[config.mk]
export PLATFORM = sky130hd
export DESIGN_NAME = load_store_unit
export DESIGN_NICKNAME = d
export VERILOG_FILES = /design/src/rtl/load_store_unit.sv
export SDC_FILE = /design/constraint.sdc
export NUM_CORES = 1
export LEC_CHECK = 0
export CORE_UTILIZATION = 40
export CTS_CLUSTER_SIZE = 16
export DETAILED_ROUTE_END_ITERATION = 8
export GPL_ROUTABILITY_DRIVEN = 1
export PLACE_DENSITY_LB_ADDON = 0.2
export SYNTH_ARGS = -nofsm -noshare
export SYNTH_HDL_FRONTEND = slang
export SYNTH_SLANG_ARGS = --single-unit
[constraint.sdc]
create_clock -name clk -period 2.5 [get_ports clk]
set_input_delay 0.25 -clock clk [delete_from_list [all_inputs] [get_ports clk]]
set_output_delay 0.25 -clock clk [all_outputs]
set_load 0.03 [all_outputs]
[src/rtl/load_store_unit.sv]
// load_store_unit: data-memory access sequencer with sizing, alignment checks and bus timeout
module load_store_unit #(
  parameter int DATA_WIDTH = 32,
  parameter int ADDR_WIDTH = 32,
  parameter int TIMEOUT = 16
) (
  input  logic                  clk,
  input  logic                  rst,
  input  logic                  MemWrite,
  input  logic                  MemRead,
  input  logic [2:0]            funct3,
  input  logic [ADDR_WIDTH-1:0] ALUResult,
  input  logic [DATA_WIDTH-1:0] WriteData,
  output logic [DATA_WIDTH-1:0] ReadData,
  output logic                  Stall,
  output logic                  MisalignedErr,
  output logic                  BusErr,
  output logic                  mem_req,
  output logic                  mem_we,
  output logic [ADDR_WIDTH-1:0] mem_addr,
  output logic [DATA_WIDTH-1:0] mem_wdata,
  output logic [3:0]            mem_be,
  input  logic                  mem_ready,
  input  logic [DATA_WIDTH-1:0] mem_rdata
);
  typedef enum logic [1:0] {IDLE, BUSY, DONE} state_t;
  state_t state;
  logic [7:0] cnt;
  logic [1:0] off, o;
  logic [2:0] f3;
  logic req, bad;
  logic [3:0] be;
  logic [DATA_WIDTH-1:0] sh, ext;
  always_comb begin
    req = MemRead | MemWrite;
    o = ALUResult[1:0];
    bad = funct3[1:0] == 2'b11 || (funct3[2] && (MemWrite || funct3[1]))
       || (funct3[1:0] == 2'b01 && o[0]) || (funct3[1:0] == 2'b10 && o != 2'b00);
    be = funct3[1:0] == 2'b00 ? 4'b0001 << o : funct3[1:0] == 2'b01 ? 4'b0011 << o : 4'b1111;
    sh = mem_rdata >> {off, 3'b000};
    ext = f3 == 3'b000 ? {{(DATA_WIDTH-8){sh[7]}}, sh[7:0]}
        : f3 == 3'b001 ? {{(DATA_WIDTH-16){sh[15]}}, sh[15:0]}
        : f3 == 3'b100 ? {{(DATA_WIDTH-8){1'b0}}, sh[7:0]}
        : f3 == 3'b101 ? {{(DATA_WIDTH-16){1'b0}}, sh[15:0]}
        : sh;
    Stall = state == BUSY || (state == IDLE && req);
  end
  always_ff @(posedge clk) begin
    if (rst) begin
      state <= IDLE;
      mem_req <= 1'b0;
      mem_we <= 1'b0;
      mem_be <= '0;
      mem_addr <= '0;
      mem_wdata <= '0;
      ReadData <= '0;
      MisalignedErr <= 1'b0;
      BusErr <= 1'b0;
      cnt <= '0;
      off <= '0;
      f3 <= '0;
    end else begin
      case (state)
        IDLE: if (req) begin
          if (bad) begin
            MisalignedErr <= 1'b1;
            ReadData <= '0;
            state <= DONE;
          end else begin
            mem_req <= 1'b1;
            mem_we <= MemWrite;
            mem_addr <= {ALUResult[ADDR_WIDTH-1:2], 2'b00};
            mem_be <= be;
            mem_wdata <= WriteData << {o, 3'b000};
            off <= o;
            f3 <= funct3;
            state <= BUSY;
          end
        end
        BUSY: begin
          cnt <= cnt + 8'd1;
          if (mem_ready) begin
            mem_req <= 1'b0;
            if (!mem_we) ReadData <= ext;
            state <= DONE;
          end else if (cnt == 8'(TIMEOUT - 1)) begin
            mem_req <= 1'b0;
            BusErr <= 1'b1;
            ReadData <= '0;
            state <= DONE;
          end
        end
        default: begin
          MisalignedErr <= 1'b0;
          BusErr <= 1'b0;
          cnt <= '0;
          state <= IDLE;
        end
      endcase
    end
  end
endmodule

# Word level (Yosys, flattened, before mapping)
# Index checks and enable logic that the tools add are counted.
[op_classes] addsub=1 eq_ne=15 n_shift=4 mux=29 n_bitwise=4 n_reduce_logical=20
[ops] operator="2-to-1 mux 32 bit" n=9
[ops] operator="one-hot mux 32 bit (2 select lines)" n=1
[ops] operator="left shift 32 x 5 -> 32 bit" n=1
[ops] operator=">> shifter 32 x 5 -> 32 bit" n=1
[ops] operator="one-hot mux 8 bit (2 select lines)" n=1
[ops] operator="AND reduction 3 bit" n=3
[ops] operator="adder 8 x 1 -> 8 bit, second input constant" n=1
[ops] operator="== test 8 x 4 -> 1 bit, second input constant" n=1
[ops] operator="2-to-1 mux 1 bit" n=8
[ops] operator="2-to-1 mux 2 bit" n=4
[ops] operator="2-to-1 mux 4 bit" n=2
[ops] operator="inequality test 2 bit, second input constant" n=4
[ops] operator="== test 3 bit, second input constant" n=2
[ops] operator="one-hot mux 1 bit (2 select lines)" n=3
[ops] operator="logical OR 1 bit" n=5
[ops] operator="AND reduction 5 bit" n=1
[ops] operator="== test 2 x 1 -> 1 bit, second input constant" n=2
[ops] operator="== test 2 bit, second input constant" n=2
[ops] operator="logical AND 1 bit" n=4
[ops] operator="logical NOT 2 bit" n=2
[ops] operator="one-hot mux 2 bit (2 select lines)" n=1
[ops] operator="AND reduction 4 bit" n=1
[ops] operator="nonzero test 2 bit" n=2
[ops] operator="left shift 1 x 2 -> 4 bit, first input constant" n=1
[ops] operator="9 further kinds" n=11
[word_totals] reg_bits=117 in_bits=104 output_inout_bits=105 elab_cells=85

# Depth between registers and ports, before layout
# Gate-level depths: netlist of the first run.
[logic_depth] depth_word=8 depth_mapped=12 ltp_nobuf=7

# Worst setup path before layout of the first run
# No wires, ideal clock.
[synth_timing] path_kind="input to register" startpoint="in ALUResult[0]" endpoint="reg ReadData[2]" setup_time_ns=0.117 t_arrival_ns=2.104 required_time_ns=2.383 setup_slack_ns=0.279 cell_stages=11 path_buffers=4 cell_sequence="buf_2 > buf_2 > inv_1 > ha_1 > nand2b_1 > and4_1 > buf_4 > nor2_4 > a31oi_4 > buf_6 > a22o_1"
[synth_between] elab_chain_cells=5 word_cells_on_any_way=7 cone_classes="eq/ne (1); reduce/logical (6)"
[synth_lines] item="start, declared" line="12" text="input logic [ADDR_WIDTH-1:0] ALUResult,"
[synth_lines] item="nonzero test 2 bit or logical AND 1 bit (tied branches)" line="38" text="|| (funct3[1:0] == 2'b01 && o[0]) || (funct3[1:0] == 2'b10 && o != 2'b00);"
[synth_lines] item="logical AND 1 bit or logical OR 1 bit (tied branches)" line="38"
[synth_lines] item="logical OR 1 bit *" line="38"
[synth_lines] item="inequality test 2 bit (no line) *"
[synth_lines] item="AND reduction 5 bit (no line) *"
[synth_lines] item="end signal, assigned" line="84" text="if (!mem_we) ReadData <= ext;"
[synth_lines] item="end, declared" line="14" text="output logic [DATA_WIDTH-1:0] ReadData,"
# Mark *: on every way between the ends. The rest lies on a longest branch, timed or not.
# A chain may end at the register's enable or synchronous reset.

# Worst setup path in the final report of the first run
[layout_timing] startpoint="reg state[0]" endpoint="out Stall"
[layout_between] elab_chain_cells=3 word_cells_on_any_way=4 cone_classes="eq/ne (1); reduce/logical (3)"
[layout_lines] item="start, declared" line="27" text="state_t state;"
[layout_lines] item="start signal, assigned" line="50" text="state <= IDLE;"
[layout_lines] item="start signal, assigned" line="68" text="state <= DONE;"
[layout_lines] item="start signal, assigned" line="77" text="state <= BUSY;"
[layout_lines] item="logical NOT 2 bit" line="46" text="Stall = state == BUSY || (state == IDLE && req);"
[layout_lines] item="logical AND 1 bit" line="46"
[layout_lines] item="logical OR 1 bit *" line="46"
[layout_lines] item="end, declared" line="15" text="output logic Stall,"
# Marks and branches as above.

==> results of run 1 <==
[worst min-delay path, delay by kind of cell]
family,cells,cell delay [ps]
buffers and inverters,1,190
muxes,1,60
and+or+nand+nor,1,130
[logic make-up after synthesis]
family                   after synthesis  share of synthesized area [%]
adder cells (fa/ha/maj)                5                           1.15
multiplexers                          57                           11.3
XOR/XNOR                               5                          0.805
other                                  1                         0.0690
AND/OR/NAND/NOR                      219                           18.1
AO/OA/AOI/OAI                        159                           20.1
buffers and inverters                 49                           5.39
flip-flops                           117                           43.1
[synthesized netlist by cell type (all sizes together) (2+ instances only)]
cell / instances
a22o: 8
a311oi: 3
o2bb2ai: 16
buf: 31
xor2: 4
or2: 2
a221oi: 8
nand2b: 11
nand2: 123
and3: 2
clkbuf: 16
mux2: 24
a21oi: 88
nand3: 17
a2111oi: 2
nor2: 31
nand4: 2
mux2i: 32
or3: 2
o21ai: 21
ha: 5
nor2b: 7
nor3: 17
dfxtp: 117
o211ai: 8
[power by group]
group | switching, W | total (W) | internal (W)
sequential | 0.0000515 | 0.00199 | 0.00194
clock | 0.000782 | 0.00230 | 0.00152
combinational | 0.000498 | 0.000938 | 0.000440
total | 0.00133 | 0.00523 | 0.00390
[stage by stage]
step | cell area, um^2 | total power (W) | hold slack, ps
floorplan | 5440 | 0.00255 | 386
global placement | 7660 | 0.00295 | 440
detailed placement | 7660 | 0.00297 | 443
CTS | 8220 | 0.00528 | 258
global route | 8220 | 0.00544 | 275
finish | 8220 | 0.00523 | 277
[layer usage]
metal  track usage [%]  wire length (um)  vias to the layer above
met5                 0                 0                        -
met1              25.4              6430                     2405
met3              9.41              1450                       18
met2              39.0              7690                      177
li1                  -                 -                     2550
met4              7.59               199                        0
[final timing paths]
| path | slack, ps | start | end |
|---|---|---|---|
| worst min-delay path | 280 | rst | ReadData[11] |
| worst min register to register | 450 | mem_wdata[6] | mem_wdata[6] |
| worst max register to register | 410 | state[0] | ReadData[26] |
| worst max-delay path | 180 | state[0] | Stall |
[cell type report]
class | instances | area (um^2)
Inverter | 2 | 7.51
Sequential cell | 117 | 2340
Tap cell | 176 | 220
Timing Repair Buffer | 230 | 2270
Multi-Input combinational cell | 447 | 2810
Clock buffer | 24 | 482
Fill cell | 1159 | 5030
Clock inverter | 5 | 75.1
[state kept, by name, indices dropped and copies added (netlist names)]
| register | flops |
|---|---|
| ReadData | 32 |
| mem_wdata | 32 |
| mem_addr | 30 |
| cnt | 8 |
| mem_be | 4 |
| f3 | 3 |
| off | 2 |
| state | 2 |
| BusErr | 1 |
| MisalignedErr | 1 |
| mem_req | 1 |
| mem_we | 1 |
==> results.cfg, run 1 <==
[status]
status = finished, final reports clean

[worst_setup_path]
reg2regPathDepth = 6
cp_num_buf_inv = 1
cp_slowest_cell = clkdlybuf4s50_1
crit_type = flip-flop to primary output
worstPathCellList = nor3_1 -> nor2_2 -> clkdlybuf4s50_1
cp.required_ps = 2250
path_max_fanout = 13
path_depth = 3
cp-end-kind = primary output
critPathLaunchType = flip-flop
slowest_delay_ps = 750
cp_top_family = buffers and inverters
arrival_ps = 2070

[cts]
cts_setup_buffers = 0
clock_path_buffers = 2
hold_buffers = 0
post_cts_resized = 0
insertion_delay_ps = 410
cts_root_buf = clkbuf_16
cts_sinks = 117
cts_buffers = 17
h-tree-depth = 4
cts.clk_slew.worst_paths_ps = 50
cts_tree = built

[placement]
hpwl_um = 11400
place_inst = 972
pre_cts_ws_ps = 41.5
portBuffers = 206
gp_congestion = 0.830

[sta]
period_share_pct = 92.9
hold_viol_final = 0
finalCriticalPeriod_ps = 2320
finalMaxSlewViolations = 0
timing.final.ws_setup_ps = 179
maxSlewHeadroom_pct = 47.8
skew_ps = 10.2
finalSetupViolCount = 0
worstMarginPinSlew_ps = 784
setup_tns_ps = 0
rsz0062_at_grt = no
fmax_mhz = 431

[finish]
mostFrequentLayoutCell = clkdlybuf4s50_1
stdcell_count = 1001
drive_above_1_share_pct = 12.0
antenna_cells = 0
fin_util_pct = 62.0
area_delta_synth_final_pct = 51.1
final_cell_mix = clkdlybuf4s50_1, nand2_1, dfxtp_1, a21oi_1, mux2i_1
nNetsFinal = 924

[detailed_routing]
drtIter0Drc = 220
route.vias.total = 5150
routedWlPerCell_um = 15.7
vias_per_cell = 5.14
ant_nets = 0
drtPass1Iterations = 4
routed_wl_um = 15800
drc = 0

[yosys]
yosysSeqAreaShare_pct = 43.1
ys_ff_latch = 117
synth_area_leader_cell = dfxtp_1
synth_flop_cell = dfxtp_1
async_flop_share_pct = 0
syn-cell-area_mm2 = 0.00544
synthTopCellsByArea = dfxtp_1, nand2_1, a21oi_1, mux2i_1, mux2_2
synth_top_area_share_pct = 43.1
synthCells = 612
synth_warnings = 0
synth_edf_count = 0
synth.avg_cell_area_um2 = 8.88
ys_types = 53

[floorplan]
die-height_um = 119
die_area_mm2 = 0.0141
chipWidth_um = 119
ioPinCount = 209
start_util_pct = 41.1
rows = 42
core_area_mm2 = 0.0132

[pwr]
p_leak_nw = 2.95
vdd_ir_drop_max_mv = 0.374
pwr_density_cell_mw_per_mm2 = 637

[grt]
grt_pass1_wl_um = 25600
first_global_vias = 5213
grt.total_usage_pct = 22.8
grt_overflow_total = 0
antenna_found_initial = 0
grt_max_degree = 77

[run]
maxCapViolCount = 0

[hold_path]
whs_path_depth = 3
min_path_type = input pin to flip-flop
Power figures use the tool's default switching activity.
==> run 2, diff against run 1 <==
--- a/config.mk
+++ b/config.mk
@@ -5,11 +5,12 @@
 export SDC_FILE = /design/constraint.sdc
 export NUM_CORES = 1
 export LEC_CHECK = 0
-export CORE_UTILIZATION = 40
+export CORE_UTILIZATION = 44
 export CTS_CLUSTER_SIZE = 16
 export DETAILED_ROUTE_END_ITERATION = 8
 export GPL_ROUTABILITY_DRIVEN = 1
 export PLACE_DENSITY_LB_ADDON = 0.2
+export SKIP_LAST_GASP = 1
 export SYNTH_ARGS = -nofsm -noshare
 export SYNTH_HDL_FRONTEND = slang
 export SYNTH_SLANG_ARGS = --single-unit
==> results.cfg, run 2 (synthesis results as in run 1) <==
[placement]
portBuffers = 206
hpwl_um = 11000
gp_congestion = 0.844
placed_cell_area_mm2 = 0.00759

[worst_setup_path]
ff2ff_setup_slack_ps = 440
cp_num_buf_inv = 1
reg2regPathDepth = 6
crit_type = flip-flop to primary output
arrival_ps = 2090
cp.required_ps = 2250
worstReg2RegEnd = ReadData[18]
cp-end-kind = primary output
slowest_delay_ps = 720
cp_slowest_cell = clkdlybuf4s50_1
worstPathCellList = nor3_1 -> nor2_2 -> clkdlybuf4s50_1
critPathLaunchType = flip-flop
cp_top_family = buffers and inverters
worstReg2RegStart = state[0]
path_max_fanout = 13

[sta]
rsz0062_at_grt = no
finalMaxSlewViolations = 0
skew_ps = 6.94
maxSlewHeadroom_pct = 44.1
worstMarginPinSlew_ps = 838
period_share_pct = 93.4
setup_tns_ps = 0
finalCriticalPeriod_ps = 2340
hold_viol_final = 0
fmax_mhz = 428
finalSetupViolCount = 0

[floorplan]
rows = 40
die-height_um = 113
die_area_mm2 = 0.0128
ioPinCount = 209
chipWidth_um = 113
core_area_mm2 = 0.0120
start_util_pct = 45.3

[finish]
area_delta_synth_final_pct = 51.3
fin_util_pct = 68.5
nNetsFinal = 922
antenna_cells = 0
drive_above_1_share_pct = 12.1
mostFrequentLayoutCell = clkdlybuf4s50_1
final_area_mm2 = 0.00823
reg_top3 = ReadData x32, mem_wdata x32, mem_addr x30
final_cell_mix = clkdlybuf4s50_1, nand2_1, dfxtp_1, a21oi_1, mux2i_1

[grt]
grt_max_degree = 83
first_global_vias = 5110
grt_overflow_total = 0
grt_pass1_wl_um = 25000
grt.total_usage_pct = 24.9
antenna_found_initial = 0

[hold_path]
holdPathEnd = state[1]
hp-start = rst
min_path_type = input pin to flip-flop
whs_path_depth = 2

[cts]
cts_sinks = 117
post_cts_resized = 0
clock_path_buffers = 2
cts_setup_buffers = 0
cts_root_buf = clkbuf_16
cts_tree = built
insertion_delay_ps = 420
cts.clk_slew.worst_paths_ps = 50
hold_buffers = 0
cts_buffers = 17
h-tree-depth = 4

[detailed_routing]
drtIter0Drc = 376
drc = 0
route.vias.total = 5176
vias_per_cell = 5.32
routedWlPerCell_um = 16.2
ant_nets = 0
drtPass1Iterations = 4
routed_wl_um = 15700

[pwr]
vdd_ir_drop_max_mv = 0.441
p_leak_nw = 2.96
total_power_w = 0.00557
pwr_density_cell_mw_per_mm2 = 677

[run]
maxCapViolCount = 0

[status]
status = finished, final reports clean
-- run 2: cell types whose count changed in the layout (fill, tap and decap cells not counted), sizes merged --
cell      previous run  this run
clkbuf              24        22
clkinvlp             0         1
clkinv               4         5
buf                 25        23
bufinv               2         5
-- run 2: per-layer routing --
| metal | track usage, % | part of all wire, % | up-vias | routed length (um) |
|---|---|---|---|---|
| met5 | 0 | 0 | - | 0 |
| met4 | 8.77 | 1.9 | 0 | 299 |
| met3 | 11.2 | 8.8 | 32 | 1390 |
| met2 | 41.1 | 47 | 194 | 7380 |
| met1 | 28.6 | 42 | 2391 | 6660 |
| li1 | - | - | 2559 | - |
-- run 2: how the worst max path moves through the flow --
| stage | depth (start not counted) | endpoint | start |
|---|---|---|---|
| after floorplan | 11 | ReadData[2] | ALUResult[0] |
| after global placement | 9 | ReadData[18] | ALUResult[0] |
| after detailed placement | 9 | ReadData[26] | ALUResult[0] |
| after CTS | 3 | Stall | state[0] |
| after global routing | 3 | Stall | state[0] |
| final | 3 | Stall | state[0] |
-- run 2: report_power, final --
group	total, W	leakage, nW	internal (W)	switching (W)
clock network	0.00264	0.308	0.00179	0.000856
registers	0.00199	0.949	0.00194	0.0000507
logic	0.000935	1.71	0.000434	0.000500
total	0.00557	2.96	0.00416	0.00141
-- run 2: cell type report --
cell class / instances / area, um^2
flip-flops and latches: 117 / 2340
clock buffers: 22 / 454
repair buffers: 228 / 2250
clock inverters: 10 / 178
well taps: 147 / 184
fillers: 962 / 3780
inverters: 2 / 7.51
multi-input cells: 447 / 2810
-- run 2: through the flow --
| stage | worst slack (ps) | hold slack (ps) | cells |
|---|---|---|---|
| floorplan | 279 | 386 | 613 |
| global placement | 124 | 440 | 941 |
| detailed placement | 30.9 | 448 | 941 |
| CTS | 172 | 78.5 | 973 |
| global route | 99.7 | 84.0 | 973 |
| finish | 165 | 95.9 | 973 |
-- run 2: worst reg2reg max path, delay by kind of cell (launching register included) --
kind,cells,cell delay (ps)
DFF,1,600
buffers and inverters,1,260
and+or+nand+nor,3,570
AOI/OAI and AO/OA,2,570
